File: src/rtl/sw_feeder_pkg.sv
// Shared types and helpers for the sw_feeder switch-handshake transmitter.
package sw_feeder_pkg;

  typedef enum logic [1:0] {
    IDLE    = 2'd0,
    PRESENT = 2'd1,
    RELEASE = 2'd2
  } feeder_state_t;

  // Counter width that holds max(hold, gap)-1; never narrower than one bit.
  function automatic int cnt_width(input int hold, input int gap);
    int m;
    m = (hold > gap) ? hold : gap;
    return (m > 1) ? $clog2(m) : 1;
  endfunction

endpackage

File: src/rtl/feeder_fifo.sv
// Flop-based FIFO for sw_feeder: synchronous write/pop, wrap-bit pointers.
module feeder_fifo #(
  parameter int n     = 8,
  parameter int DEPTH = 4
) (
  input  logic         clk,
  input  logic         nreset,
  input  logic         wr_en,
  input  logic [n-1:0] wr_data,
  input  logic         pop,
  output logic         full,
  output logic         empty,
  output logic [n-1:0] head
);

  localparam int AW = $clog2(DEPTH);
  localparam logic [AW:0] PTR_ONE = (AW+1)'(1);

  logic [n-1:0] mem [DEPTH];
  logic [AW:0]  wr_ptr;
  logic [AW:0]  rd_ptr;
  logic         wr_ok;
  logic         pop_ok;

  assign empty  = (wr_ptr == rd_ptr);
  assign full   = (wr_ptr[AW] != rd_ptr[AW]) && (wr_ptr[AW-1:0] == rd_ptr[AW-1:0]);
  assign head   = mem[rd_ptr[AW-1:0]];
  // A write while full is dropped even if the same edge pops.
  assign wr_ok  = wr_en && !full;
  assign pop_ok = pop && !empty;

  // NOTE: state registers use non-blocking assignments so every flop sees pre-edge values.
  always_ff @(posedge clk or negedge nreset) begin
    if (!nreset) begin
      wr_ptr <= '0;
      rd_ptr <= '0;
    end else begin
      if (wr_ok)  wr_ptr <= wr_ptr + PTR_ONE;
      if (pop_ok) rd_ptr <= rd_ptr + PTR_ONE;
    end
  end

  // NOTE: storage is deliberately not reset; the pointers alone decide which entries are valid.
  always_ff @(posedge clk) begin
    if (wr_ok) mem[wr_ptr[AW-1:0]] <= wr_data;
  end

endmodule

File: src/rtl/sw_feeder.sv
// Sends queued bytes to the CPU with timed SW8 pulses; optional outport capture
// is built only when SW_FEEDER_CAPTURE_EN is defined.
module sw_feeder
  import sw_feeder_pkg::*;
#(
  parameter int n     = 8,
  parameter int DEPTH = 4,
  parameter int HOLD  = 16,
  parameter int GAP   = 16
) (
  input  logic         clk,
  input  logic         nreset,
  input  logic         wr_en,
  input  logic [n-1:0] wr_data,
  output logic         full,
  output logic         empty,
  output logic         busy,
  output logic         sw8,
  output logic [n-1:0] uinput,
  input  logic [n-1:0] outport_in,
  output logic [n-1:0] result,
  output logic         result_valid
);

  localparam int CW = cnt_width(HOLD, GAP);
  localparam logic [CW-1:0] HOLD_LD = CW'(HOLD - 1);
  localparam logic [CW-1:0] GAP_LD  = CW'(GAP - 1);
  localparam logic [CW-1:0] CNT_ONE = CW'(1);

  feeder_state_t state;
  logic [CW-1:0] cnt;
  logic [n-1:0]  head;
  logic          pop;
  logic          gap_done;

  feeder_fifo #(.n(n), .DEPTH(DEPTH)) u_fifo (
    .clk     (clk),
    .nreset  (nreset),
    .wr_en   (wr_en),
    .wr_data (wr_data),
    .pop     (pop),
    .full    (full),
    .empty   (empty),
    .head    (head)
  );

  assign gap_done = (state == RELEASE) && (cnt == '0);
  // The end of a gap pops straight into PRESENT so back-to-back bytes skip IDLE.
  assign pop      = !empty && ((state == IDLE) || gap_done);
  assign busy     = (state != IDLE);

  always_ff @(posedge clk or negedge nreset) begin
    if (!nreset) begin
      state  <= IDLE;
      cnt    <= '0;
      sw8    <= 1'b0;
      uinput <= '0;
    end else if (pop) begin
      uinput <= head;
      sw8    <= 1'b1;
      cnt    <= HOLD_LD;
      state  <= PRESENT;
    end else begin
      case (state)
        PRESENT: begin
          if (cnt == '0) begin
            sw8   <= 1'b0;
            cnt   <= GAP_LD;
            state <= RELEASE;
          end else begin
            cnt <= cnt - CNT_ONE;
          end
        end
        RELEASE: begin
          if (cnt == '0) state <= IDLE;
          else           cnt   <= cnt - CNT_ONE;
        end
        default: state <= IDLE;
      endcase
    end
  end

`ifdef SW_FEEDER_CAPTURE_EN
  always_ff @(posedge clk or negedge nreset) begin
    if (!nreset) begin
      result       <= '0;
      result_valid <= 1'b0;
    end else begin
      result_valid <= gap_done;
      if (gap_done) result <= outport_in;
    end
  end
`else
  logic unused_outport;
  assign unused_outport = ^outport_in;
  assign result         = '0;
  assign result_valid   = 1'b0;
`endif

endmodule

File: config.mk
export PLATFORM = sky130hd
export DESIGN_NAME = sw_feeder
export DESIGN_NICKNAME = d
export VERILOG_FILES = /design/src/rtl/sw_feeder_pkg.sv /design/src/rtl/feeder_fifo.sv /design/src/rtl/sw_feeder.sv
export SDC_FILE = /design/constraint.sdc
export NUM_CORES = 1
export LEC_CHECK = 0
export ABC_AREA = 1
export BUFFER_PORTS_ARGS = -buffer_cell sky130_fd_sc_hd__buf_4
export CORE_AREA = 2 2 81 83
export CTS_CLUSTER_SIZE = 28
export DETAILED_ROUTE_END_ITERATION = 10
export DIE_AREA = 0 0 83 85
export GPL_TIMING_DRIVEN = 0
export PLACE_DENSITY = 0.6
export RECOVER_POWER = 50
export SYNTH_ARGS = -nofsm -noshare
export SYNTH_HDL_FRONTEND = slang
export SYNTH_SLANG_ARGS = --single-unit
File: constraint.sdc
create_clock -name clk -period 1.7 [get_ports clk]
set_clock_uncertainty 0.05 [all_clocks]
set_input_delay 0.085 -clock clk [delete_from_list [all_inputs] [get_ports clk]]
set_output_delay 0.085 -clock clk [all_outputs]
set_load 0.01 [all_outputs]
==> PnR_summary.wiki <==
{| class="wikitable"
! Metric !! Value
|-
| Row cnt || 29
|-
| Hold violation total from the final report || 0
|-
| Via count of the first global-routing pass || roughly 1700
|-
| Time the final worst path needs with I/O delays and setup || ~1700 ps
|-
| Initial core utilization || around 39%
|-
| Root buf cell || clkbuf_8
|-
| Critical path endpoint category || register
|-
| Average instance area after synthesis || ~10 sq um
|-
| Vias post-DR || ~1700
|-
| H-tree levels || 2
|-
| Iteration-0 DRC Markers || 70
|-
| Number of synthesized register bits || 53
|-
| Setup Viol. Count Final || 0
|-
| Crit path kind || reg -> reg
|-
| Antenna-violating nets left || 0
|-
| Clock Path Buffers || 2
|-
| Reg area || between 0.001 and 0.0015 sq mm
|-
| Total core area || ~0.0062 sq mm
|-
| Most common library cell in the layout ignoring fill and taps || nand2_1
|-
| Die X-Extent || approximately 83 microns
|-
| Distinct cell type count after synthesis || 25
|-
| Synthesized instance count || ~240
|-
| Net count, final || ~330
|-
| Maximum ir drop on the vdd rail || approximately 0.00087 V
|-
| Worst-Skew Late Latency || 300 ps
|-
| Die area || 0.00706 sq mm
|-
| Arrival time at the worst endpoint || 1630 ps
|-
| First-pass GRT wire length || ~8000 microns
|-
| Remaining design rule violation count || 0
|-
| Average detailed-routed wire length per instance || between 10 and 15 microns
|-
| Maximum capacitance violations || 0
|-
| Ratio of cells with drive above 1 in the final layout || approximately a quarter
|-
| Status || finished, final reports clean
|-
| Count of placed standard cells in the final layout, fillers left out || between 300 and 400
|-
| Most used cells in the layout excluding fill and tap cells || nand2_1, buf_4, edfxtp_1, nor2_1, dfrtp_1
|-
| All-layer global routing usage || between 10 and 15%
|-
| Static leakage || roughly 0.0014 uW
|-
| Cell area reported after detailed placement || 0.00270 sq mm
|-
| Share of the core filled with cells || roughly half
|-
| Number of buffers added on ports || 22
|-
| Total detailed-routing wirelength || ~4900 microns
|-
| HPWL after DPL || 2980 microns
|-
| Worst-case register-to-register setup slack || ~47 ps
|-
| Global route overflow || 0
|-
| Max FO, Critical Path || 8
|-
| Cell count after placement || 346
|-
| 1st-pass router iterations || 4
|-
| Worst hold path class || in -> async
|-
| Die Y || 85 microns
|-
| CTS buffer count || 5
|-
| Final critical-path share of the clock period || 97.2%
|-
| Antenna violations before repair || 0
|-
| Maximum clock rate || around 610 MHz
|-
| Critical path required time || about 1700 ps
|-
| Min Hold Slack || ~150 ps
|-
| Kind of start point of the critical path || register
|-
| Maximum number of pins on one net before global-route repair || 22
|-
| Final number of max-transition violations || 0
|-
| Ports placed on the boundary || 40
|-
| TritonCTS clock tree || done
|-
| PD cells || around 1700 mW/mm^2
|-
| Filler Cell Count || 600
|-
| Placer Congestion || about 0.74
|-
| Multi-input gate area in the final layout || 791 sq um
|-
| Netlist Area Pre-Place || about 0.0024 sq mm
|-
| Synth warnings || 0
|-
| Design area || approximately 0.0031 sq mm
|-
| Routed via count divided by cell count || 4.56
|-
| Layout area overhead || 28.0%
|-
| Portion of the post-synthesis area used by sequential elements || between 60% and 70%
|-
| Diodes inserted || 0
|-
| Total power after layout || 5300 uW
|-
| Clock-pin slew of the registers on the worst-case setup and hold paths || approximately 90 ps
|-
| TritonCTS sink count || between 50 and 60
|}
metrics by stage:
step | setup slack (ps) | TNS [ps]
after CTS | 0.296 | 0
after global placement | -451 | -13870
after detailed placement | -491 | -14670
after global routing | -10.7 | -37.6
final | 47.5 | 0
after floorplan | -18.4 | -589
kinds of logic after synthesis:
logic type,Yosys count,share of synthesized area [%]
xor+xnor,3,1.40
flops,53,61.7
other cells,1,0.156
buf+inv,40,8.88
compound gates,29,6.55
simple gates,107,18.2
fa+ha+maj,6,3.12
per-layer routing:
| layer | wire length (microns) | global-route usage (%) |
|---|---|---|
| met2 | 2400 | 25.1 |
| met4 | 70 | 4.47 |
| met5 | 0 | 0 |
| met3 | 183 | 3.21 |
| met1 | 2240 | 18.6 |
registers in the layout, indices dropped and copies added, names as in the netlist:
name	count
u_fifo.mem	32
uinput	8
cnt	4
u_fifo.rd_ptr	3
u_fifo.wr_ptr	3
state	2
sw8	1
path summary, 6_finish.rpt:
check | depth (start not counted) | startpoint | end
worst max-delay path | 7 | u_fifo.rd_ptr[1]$_DFFE_PN0P_ | u_fifo.mem[1][0]$_DFFE_PP_
worst min-delay path | 2 | nreset | u_fifo.wr_ptr[0]$_DFFE_PN0P_
worst max register to register | 7 | u_fifo.rd_ptr[1]$_DFFE_PN0P_ | u_fifo.mem[1][0]$_DFFE_PP_
worst min register to register | 2 | uinput[7]$_DFFE_PN0P_ | uinput[7]$_DFFE_PN0P_
max in group asynchronous | 2 | nreset | u_fifo.wr_ptr[1]$_DFFE_PN0P_
min in group clk | 2 | uinput[7]$_DFFE_PN0P_ | uinput[7]$_DFFE_PN0P_
report_power, final:
| part | internal (uW) | switching, uW |
|---|---|---|
| logic | 1110 | 1460 |
| registers | 1790 | 238 |
| clock network | 294 | 411 |
| total | 3190 | 2110 |
synth_stat cells (all sizes together):
| master | instances | area share (%) |
|---|---|---|
| nand2 | 68 | 11 |
| edfxtp | 32 | 40 |
| nor2 | 29 | 4.6 |
| inv | 25 | 4.1 |
| dfrtp | 21 | 22 |
| o21ai | 20 | 4.2 |
| buf | 15 | 4.8 |
| nand3 | 9 | 2.1 |
| o22ai | 8 | 2.1 |
| ha | 6 | 3.1 |
| xor2 | 2 | 1.0 |
| conb | 1 | 0.16 |
| nand4 | 1 | 0.26 |
| o211ai | 1 | 0.31 |
| xnor2 | 1 | 0.36 |
area by class of cell:
type | instances | area share, %
Tap cell | 77 | 3.12
Buffer | 15 | 3.98
Clock buffer | 6 | 2.35
Clock inverter | 2 | 0.528
Multi-Input combinational cell | 154 | 25.6
Inverter | 25 | 3.45
Timing Repair Buffer | 47 | 12.7
Sequential cell | 53 | 48.3
critical path, cell delays in order, from the launching register on:
cell     delay, ps
dfrtp_1        450
buf_6          150
nand2_2         50
nand2_2         70
nand4_1        170
nand2_4        140
nor2_4         150
buf_12         140
what timing repair did:
item | in CTS | in global routing
endpoints found under the setup margin | 33 | 45
buffers inserted | 7 | 8
gates resized for setup | 10 | 17
hold buffers | 10 | 0
cloned | 0 | 0
pin swaps | 6 | 5
hold endpoints to repair | 54 | 0
(Power assumes the default switching activity.)
